## src/rtl/fountain_v1_pkg.sv

```systemverilog
// Shared types and constants for the fountain_v1 packetizer.
// FOUNTAIN_PKT_CRC_EN adds the CRC-8 helper used for the packet trailer.
package fountain_v1_pkg;

    localparam logic [7:0] DEF_SYNC_BYTE = 8'hA5;
    localparam int         HDR_LEN       = 6;
    localparam logic [7:0] CRC8_POLY     = 8'h07;

    typedef struct packed {
        logic [7:0]  len;
        logic [7:0]  blk_id;
        logic [7:0]  seq;
        logic [15:0] seed;
    } desc_t;

    typedef enum logic [1:0] {
        ST_IDLE,
        ST_HDR,
        ST_PAY,
        ST_CRC
    } state_t;

`ifdef FOUNTAIN_PKT_CRC_EN
    // One byte of MSB-first CRC-8 (running value c, new byte d).
    function automatic logic [7:0] crc8(input logic [7:0] c, input logic [7:0] d);
        logic [7:0] r;
        r = c ^ d;
        for (int i = 0; i < 8; i++)
            r = r[7] ? ({r[6:0], 1'b0} ^ CRC8_POLY) : {r[6:0], 1'b0};
        return r;
    endfunction
`endif

endpackage

```

## src/rtl/fountain_v1_sync_fifo.sv

```systemverilog
// Single-clock FIFO with show-ahead read data; push and pop may coincide
// at either boundary.
module fountain_v1_sync_fifo #(
    parameter int WIDTH = 8,
    parameter int DEPTH = 4
) (
    input  logic                       clk,
    input  logic                       reset,
    input  logic                       wr_en,
    input  logic [WIDTH-1:0]           wr_data,
    input  logic                       rd_en,
    output logic [WIDTH-1:0]           rd_data,
    output logic                       full,
    output logic                       empty,
    output logic [$clog2(DEPTH):0]     count
);

    localparam int AW = $clog2(DEPTH);
    localparam int CW = AW + 1;

    logic [WIDTH-1:0] mem [DEPTH];
    logic [AW-1:0]    wr_ptr, rd_ptr;
    logic [CW-1:0]    cnt;
    logic             do_wr, do_rd;

    assign do_rd   = rd_en && !empty;
    assign do_wr   = wr_en && (!full || rd_en);
    assign rd_data = mem[rd_ptr];
    assign full    = (cnt == CW'(DEPTH));
    assign empty   = (cnt == '0);
    assign count   = cnt;

    always_ff @(posedge clk) begin
        if (do_wr)
            mem[wr_ptr] <= wr_data;
    end

    always_ff @(posedge clk) begin
        if (reset) begin
            wr_ptr <= '0;
            rd_ptr <= '0;
            cnt    <= '0;
        end else begin
            if (do_wr)
                wr_ptr <= wr_ptr + 1'b1;
            if (do_rd)
                rd_ptr <= rd_ptr + 1'b1;
            cnt <= cnt + CW'(do_wr) - CW'(do_rd);
        end
    end

endmodule

```

## src/rtl/fountain_v1_packetizer.sv

```systemverilog
// Frames the encoded byte stream into header + payload packets.
// Define FOUNTAIN_PKT_CRC_EN to append a CRC-8 trailer byte to each packet.
module fountain_v1_packetizer
    import fountain_v1_pkg::*;
#(
    parameter int         SYMS_PER_PKT = 32,
    parameter int         FIFO_DEPTH   = 64,
    parameter int         DESC_DEPTH   = 4,
    parameter logic [7:0] SYNC_BYTE    = DEF_SYNC_BYTE
) (
    input  logic        clk,
    input  logic        reset,
    input  logic        in_valid,
    output logic        in_ready,
    input  logic [7:0]  in_data,
    input  logic        in_last,
    input  logic [15:0] in_seed,
    output logic        out_valid,
    input  logic        out_ready,
    output logic [7:0]  out_data,
    output logic        out_sop,
    output logic        out_eop,
    output logic [15:0] pkt_count
);

    localparam int DCW = $clog2(FIFO_DEPTH) + 1;
    localparam int QCW = $clog2(DESC_DEPTH) + 1;

    logic           data_full, data_empty, desc_full, desc_empty;
    logic [DCW-1:0] unused_data_count;
    logic [QCW-1:0] desc_count;
    logic [7:0]     data_rd;
    desc_t          desc_wr, desc_rd;
    logic           acc, close, data_pop, desc_pop;

    logic [7:0]     seg_len, blk_id, seq;
    logic [15:0]    seed_q, seed_cur;
    logic           blk_start;

    state_t         state;
    logic [7:0]     idx;
    logic [7:0]     hdr_b;
    logic           advance, eop_hs;
`ifdef FOUNTAIN_PKT_CRC_EN
    logic [7:0]     crc;
`endif

    // ---------------- write side: segmenter ----------------
    assign in_ready = !reset && !data_full && !desc_full;
    assign acc      = in_valid && in_ready;
    assign close    = acc && (in_last || seg_len == 8'(SYMS_PER_PKT - 1));
    assign seed_cur = blk_start ? in_seed : seed_q;
    assign desc_wr  = '{len: seg_len + 8'd1, blk_id: blk_id, seq: seq, seed: seed_cur};

    always_ff @(posedge clk) begin
        if (reset) begin
            seg_len   <= '0;
            blk_id    <= '0;
            seq       <= '0;
            seed_q    <= '0;
            blk_start <= 1'b1;
        end else if (acc) begin
            if (blk_start) begin
                seed_q    <= in_seed;
                blk_start <= 1'b0;
            end
            if (in_last) begin
                seg_len   <= '0;
                seq       <= '0;
                blk_id    <= blk_id + 8'd1;
                blk_start <= 1'b1;
            end else if (close) begin
                seg_len <= '0;
                seq     <= seq + 8'd1;
            end else begin
                seg_len <= seg_len + 8'd1;
            end
        end
    end

    fountain_v1_sync_fifo #(.WIDTH(8), .DEPTH(FIFO_DEPTH)) u_data_fifo (
        .clk     (clk),
        .reset   (reset),
        .wr_en   (acc),
        .wr_data (in_data),
        .rd_en   (data_pop),
        .rd_data (data_rd),
        .full    (data_full),
        .empty   (data_empty),
        .count   (unused_data_count)
    );

    fountain_v1_sync_fifo #(.WIDTH($bits(desc_t)), .DEPTH(DESC_DEPTH)) u_desc_fifo (
        .clk     (clk),
        .reset   (reset),
        .wr_en   (close),
        .wr_data (desc_wr),
        .rd_en   (desc_pop),
        .rd_data (desc_rd),
        .full    (desc_full),
        .empty   (desc_empty),
        .count   (desc_count)
    );

    // ---------------- read side: framer ----------------
    // The output register is free when empty or being consumed this cycle.
    assign advance  = !out_valid || out_ready;
    assign eop_hs   = out_valid && out_eop && out_ready;
    assign desc_pop = eop_hs;
    assign data_pop = advance && !(out_valid && out_eop) && (state == ST_PAY) && !data_empty;

    always_comb begin
        hdr_b = SYNC_BYTE;
        case (idx[2:0])
            3'd1:    hdr_b = desc_rd.blk_id;
            3'd2:    hdr_b = desc_rd.seq;
            3'd3:    hdr_b = desc_rd.len;
            3'd4:    hdr_b = desc_rd.seed[15:8];
            3'd5:    hdr_b = desc_rd.seed[7:0];
            default: hdr_b = SYNC_BYTE;
        endcase
    end

    always_ff @(posedge clk) begin
        if (reset) begin
            state     <= ST_IDLE;
            idx       <= '0;
            out_valid <= 1'b0;
            out_data  <= '0;
            out_sop   <= 1'b0;
            out_eop   <= 1'b0;
            pkt_count <= '0;
`ifdef FOUNTAIN_PKT_CRC_EN
            crc       <= '0;
`endif
        end else if (eop_hs) begin
            pkt_count <= pkt_count + 16'd1;
            out_eop   <= 1'b0;
            // Head descriptor retires now; a waiting one starts without a gap.
            if (desc_count > QCW'(1)) begin
                out_valid <= 1'b1;
                out_data  <= SYNC_BYTE;
                out_sop   <= 1'b1;
                state     <= ST_HDR;
                idx       <= 8'd1;
`ifdef FOUNTAIN_PKT_CRC_EN
                crc       <= crc8(8'h00, SYNC_BYTE);
`endif
            end else begin
                out_valid <= 1'b0;
                out_sop   <= 1'b0;
                state     <= ST_IDLE;
                idx       <= '0;
            end
        end else if (advance) begin
            out_valid <= 1'b0;
            out_sop   <= 1'b0;
            out_eop   <= 1'b0;
            case (state)
                ST_IDLE: begin
                    if (!desc_empty) begin
                        state <= ST_HDR;
                        idx   <= '0;
                    end
                end
                ST_HDR: begin
                    out_valid <= 1'b1;
                    out_data  <= hdr_b;
                    out_sop   <= (idx == 8'd0);
`ifdef FOUNTAIN_PKT_CRC_EN
                    crc       <= crc8((idx == 8'd0) ? 8'h00 : crc, hdr_b);
`endif
                    if (idx == 8'(HDR_LEN - 1)) begin
                        state <= ST_PAY;
                        idx   <= '0;
                    end else begin
                        idx <= idx + 8'd1;
                    end
                end
                ST_PAY: begin
                    out_valid <= 1'b1;
                    out_data  <= data_rd;
`ifdef FOUNTAIN_PKT_CRC_EN
                    crc       <= crc8(crc, data_rd);
`endif
                    if (idx == desc_rd.len - 8'd1) begin
                        idx <= '0;
`ifdef FOUNTAIN_PKT_CRC_EN
                        state <= ST_CRC;
`else
                        out_eop <= 1'b1;
                        state   <= ST_IDLE;
`endif
                    end else begin
                        idx <= idx + 8'd1;
                    end
                end
`ifdef FOUNTAIN_PKT_CRC_EN
                ST_CRC: begin
                    out_valid <= 1'b1;
                    out_data  <= crc;
                    out_eop   <= 1'b1;
                    state     <= ST_IDLE;
                end
`endif
                default: state <= ST_IDLE;
            endcase
        end
    end

endmodule

```

## config.mk

```make
export PLATFORM = sky130hd
export DESIGN_NAME = fountain_v1_packetizer
export DESIGN_NICKNAME = d
export VERILOG_FILES = /design/src/rtl/fountain_v1_pkg.sv /design/src/rtl/fountain_v1_sync_fifo.sv /design/src/rtl/fountain_v1_packetizer.sv
export SDC_FILE = /design/constraint.sdc
export NUM_CORES = 1
export LEC_CHECK = 0
export CORE_AREA = 2 2 283 285
export DETAILED_ROUTE_END_ITERATION = 10
export DIE_AREA = 0 0 285 287
export PLACE_DENSITY_LB_ADDON = 0.12
export SLEW_MARGIN = 20
export SYNTH_ARGS = -nofsm -noshare
export SYNTH_HDL_FRONTEND = slang
export SYNTH_SLANG_ARGS = --single-unit
```

## constraint.sdc

```tcl
create_clock -name clk -period 4.2 [get_ports clk]
set_input_delay 1.26 -clock clk [delete_from_list [all_inputs] [get_ports clk]]
set_output_delay 1.26 -clock clk [all_outputs]
set_load 0.02 [all_outputs]
```

==> flow_summary.json <==
{
  "status": "finished clean",
  "arithmetic_cell_share_of_the_synthesized_area_counting_full_adders_half_adders_and_majority_gates": 0.01411,
  "period_share": 0.9023,
  "placeableCoreArea_mm2": 0.07861,
  "postRouteAntennaNets": 0,
  "worstHoldPathCells": 2,
  "final_net_count": 1956,
  "post_synthesis_compound_gate_area_fraction": 0.02498,
  "gpl.final_weighted_congestion": 0.7676,
  "netlist_instances": 1718,
  "post-synth-top-area-fraction": 0.6466,
  "critPathMaxFanout": 3,
  "slew_viol_final": 0,
  "boundaryPins": 57,
  "worstPathArrival_ns": 2.53,
  "power.ir.vdd_worst_mv": 0.2548,
  "grt_usage": 0.1774,
  "die-area_mm2": 0.08180,
  "ctsHtreeMaxLevel": 3,
  "detail_route.vias_per_cell": 5.279,
  "cts_num_sinks": 784,
  "die_height_um": 287,
  "ctsRootBufferMaster": "clkbuf_16",
  "first_pass_grt_wire_length_um": 107600,
  "dieWidth_um": 285,
  "category_of_the_most_critical_setup_path": "flop to primary output",
  "grt_setup_unrepaired": "no",
  "drt_pre_antenna_iters": 6,
  "number_of_cell_rows": 103,
  "area_used_by_multi_input_combinational_logic_mm2": 0.008342,
  "dp.final_hpwl_um": 46300,
  "post-synth-top-area-cell": "edfxtp_1",
  "floorplan.initialDensity": 0.3970,
  "synth_cell_type_count": 61,
  "register_area_mm2": 0.02243,
  "routedWlPerCell_um": 23.88,
  "reg2regPathDepth": 7,
  "synth_top_family_by_area": "multiplexers",
  "number_of_global_route_vias_before_repair": 16450,
  "hold_buf_count_cts": 0,
  "total_power_divided_by_cell_area_mw_per_mm2": 476.4,
  "grt-ovfl-total": 0,
  "clock_skew_ns": 0.02553,
  "worstSkewPairLatency_ns": 0.62,
  "tightest_slew_ns": 1.026,
  "start_kind": "flop",
  "dominantRegCellSynth": "edfxtp_1",
  "muxShareOfSynthArea": 0.1569,
  "tritoncts": "built",
  "clkSlewWorstSetupHoldPaths_ns": 0.06,
  "grt_max_degree": 52,
  "totalNegativeSetupSlack_ns": 0,
  "drt-initial-drc-count": 1245,
  "fin_crit_ns": 3.790,
  "syn_avg_cell_area_um2": 18.16,
  "route.final.wire_length_um": 71830,
  "cts_buffer_depth": 3,
  "drive_gt1_frac": 0.2518,
  "synthesis.area_mm2": 0.03121,
  "setup_viol_count_final": 0,
  "cts_made_buffers": 85,
  "post_cts.resized_instances": 0,
  "max-cap-violations": 0,
  "yosys_warnings": 0,
  "synth-seq-cells": 784,
  "drc_errors": 0,
  "crit_required_ns": 2.94,
  "vias": 15880,
  "max_freq_mhz": 263.9,
  "synth_edf_count": 672,
  "worst_setup_path_end_kind": "primary output",
  "synthXorXnorAreaFrac": 0.01712,
  "power_mw": 17.34,
  "slew_headroom": 0.3161,
  "layout.filler_cells": 6731,
  "cts_setup_buffers": 0,
  "async_reset_ff_frac": 0,
  "worst_min_delay_path_category": "flop to flop",
  "port-buffer-count": 56,
  "synth-simple-area-share": 0.05369,
  "yosysSeqAreaShare": 0.7185,
  "insertedDiodeCount": 0,
  "synth_fp_nets": 1781,
  "report.final.hold_viol_count": 0,
  "power.leakage_nw": 11.48,
  "ys_top_cells_by_area": "edfxtp_1, mux4_2, dfxtp_1",
  "layout_area_growth_over_synthesis_pct": 16.66,
  "grt_antenna_before_repair": 2
}
==> cell usage in the layout, fill, tap and decap left out, drive strengths merged, types with 27 or more instances in the layout <==
master,synthesis,layout
ha,32,32
dfxtp,112,112
buf,32,126
mux4,208,208
nor2,171,171
edfxtp,672,672
xnor2,27,27
a21oi,48,48
nand3,27,27
xor2,34,34
clkdlybuf4s50,0,47
clkinv,1,36
inv,32,35
clkbuf,53,107
nand2,102,102
==> layout make-up <==
class / instances / share of cell area
clock inverters: 45 / 0.009967
well taps: 1050 / 0.03609
repair buffers: 173 / 0.04214
inverters: 33 / 0.003403
clock buffers: 107 / 0.06300
multi-input cells: 816 / 0.2291
flip-flops and latches: 784 / 0.6163
==> power breakdown <==
| part | leakage [nW] | internal (mW) | switching [mW] | total, mW |
|---|---|---|---|---|
| combinational | 3.24 | 0.673 | 0.858 | 1.53 |
| sequential | 6.93 | 8.59 | 0.103 | 8.69 |
| clock | 1.30 | 4.16 | 2.96 | 7.12 |
| total | 11.5 | 13.4 | 3.92 | 17.3 |
==> synth_stat cells (2+ instances only) <==
cell type and n:
a221oi_1 3, buf_6 2, o22ai_1 2, o21bai_1 3, nor2b_1 8, o21ai_0 8, or2_2 4, buf_2 2
clkbuf_1 53, nor3_1 20, buf_1 28, inv_1 32, a211oi_1 5, mux4_2 208, and2_1 8, nand3b_1 2
nand2b_1 3, nand2_1 102, or4_1 2, nor2_1 171, nand4_1 11, mux2_2 16, a21o_1 2, a22oi_1 16
dfxtp_1 112, and4_1 4, a22o_1 6, fa_1 2, mux2i_1 3, or3_1 6, a21oi_1 47, and3_1 8
xnor2_1 27, edfxtp_1 672, nand3_1 27, xor2_1 34, ha_1 32, a221o_1 4
==> per-stage QoR <==
step           cells  utilization  hold slack, ns  area (µm²)  setup WS [ns]
2_1_floorplan   1718            -          0.4338       31210         0.2088
3_3_place_gp    2856       0.4292          0.4396       33740         0.1105
3_5_place_dp    2856       0.4293          0.4460       33750         0.1191
4_1_cts         3008       0.4631          0.4547       36400         0.3048
5_1_grt         3008       0.4631          0.4724       36400         0.2931
6_report        3008       0.4631          0.4532       36400         0.4104
==> logic make-up after synthesis <==
kind of cell             Yosys count
multiplexers                     227
buffers and inverters            118
AND/OR/NAND/NOR                  382
adder cells (fa/ha/maj)           34
AO/OA/AOI/OAI                    112
flip-flops                       784
XOR/XNOR                          61
==> per-layer routing <==
layer  vias up  GRT usage  wire [µm]
met5         -          0          0
met1      8311     0.2363      30980
li1       7142          -          -
met4         0    0.05275       1646
met2       335     0.2987      35740
met3        91    0.03238       3461
==> critical path, cell delays in order (launching register included) <==
cell and delay, ns:
dfxtp_1 0.31, inv_1 0.07, ha_1 0.14, nor4bb_2 0.61
a221oi_2 0.20, clkdlybuf4s50_1 0.59
==> sequential cells by signal (all words and copies together) (netlist names), 7 cells and up, named ones only <==
| register | flops |
|---|---|
| u_data_fifo.mem | 512 |
| u_desc_fifo.mem | 160 |
| pkt_count | 16 |
| seed_q | 16 |
| blk_id | 8 |
| idx | 8 |
| out_data | 8 |
| seg_len | 8 |
| seq | 8 |
| u_data_fifo.count | 7 |
==> path summary, 6_finish.rpt <==
kind / startpoint / end / slack [ns]
min: seed_q[6]$_SDFFE_PP0P_ / seed_q[6]$_SDFFE_PP0P_ / 0.45
max: u_data_fifo.count[2]$_SDFF_PP0_ / in_ready / 0.41
min reg2reg: seed_q[6]$_SDFFE_PP0P_ / seed_q[6]$_SDFFE_PP0P_ / 0.45
max reg2reg: flop / out_data[7]$_SDFFE_PP0P_ / 0.92
Power figures use the tool's default switching activity.
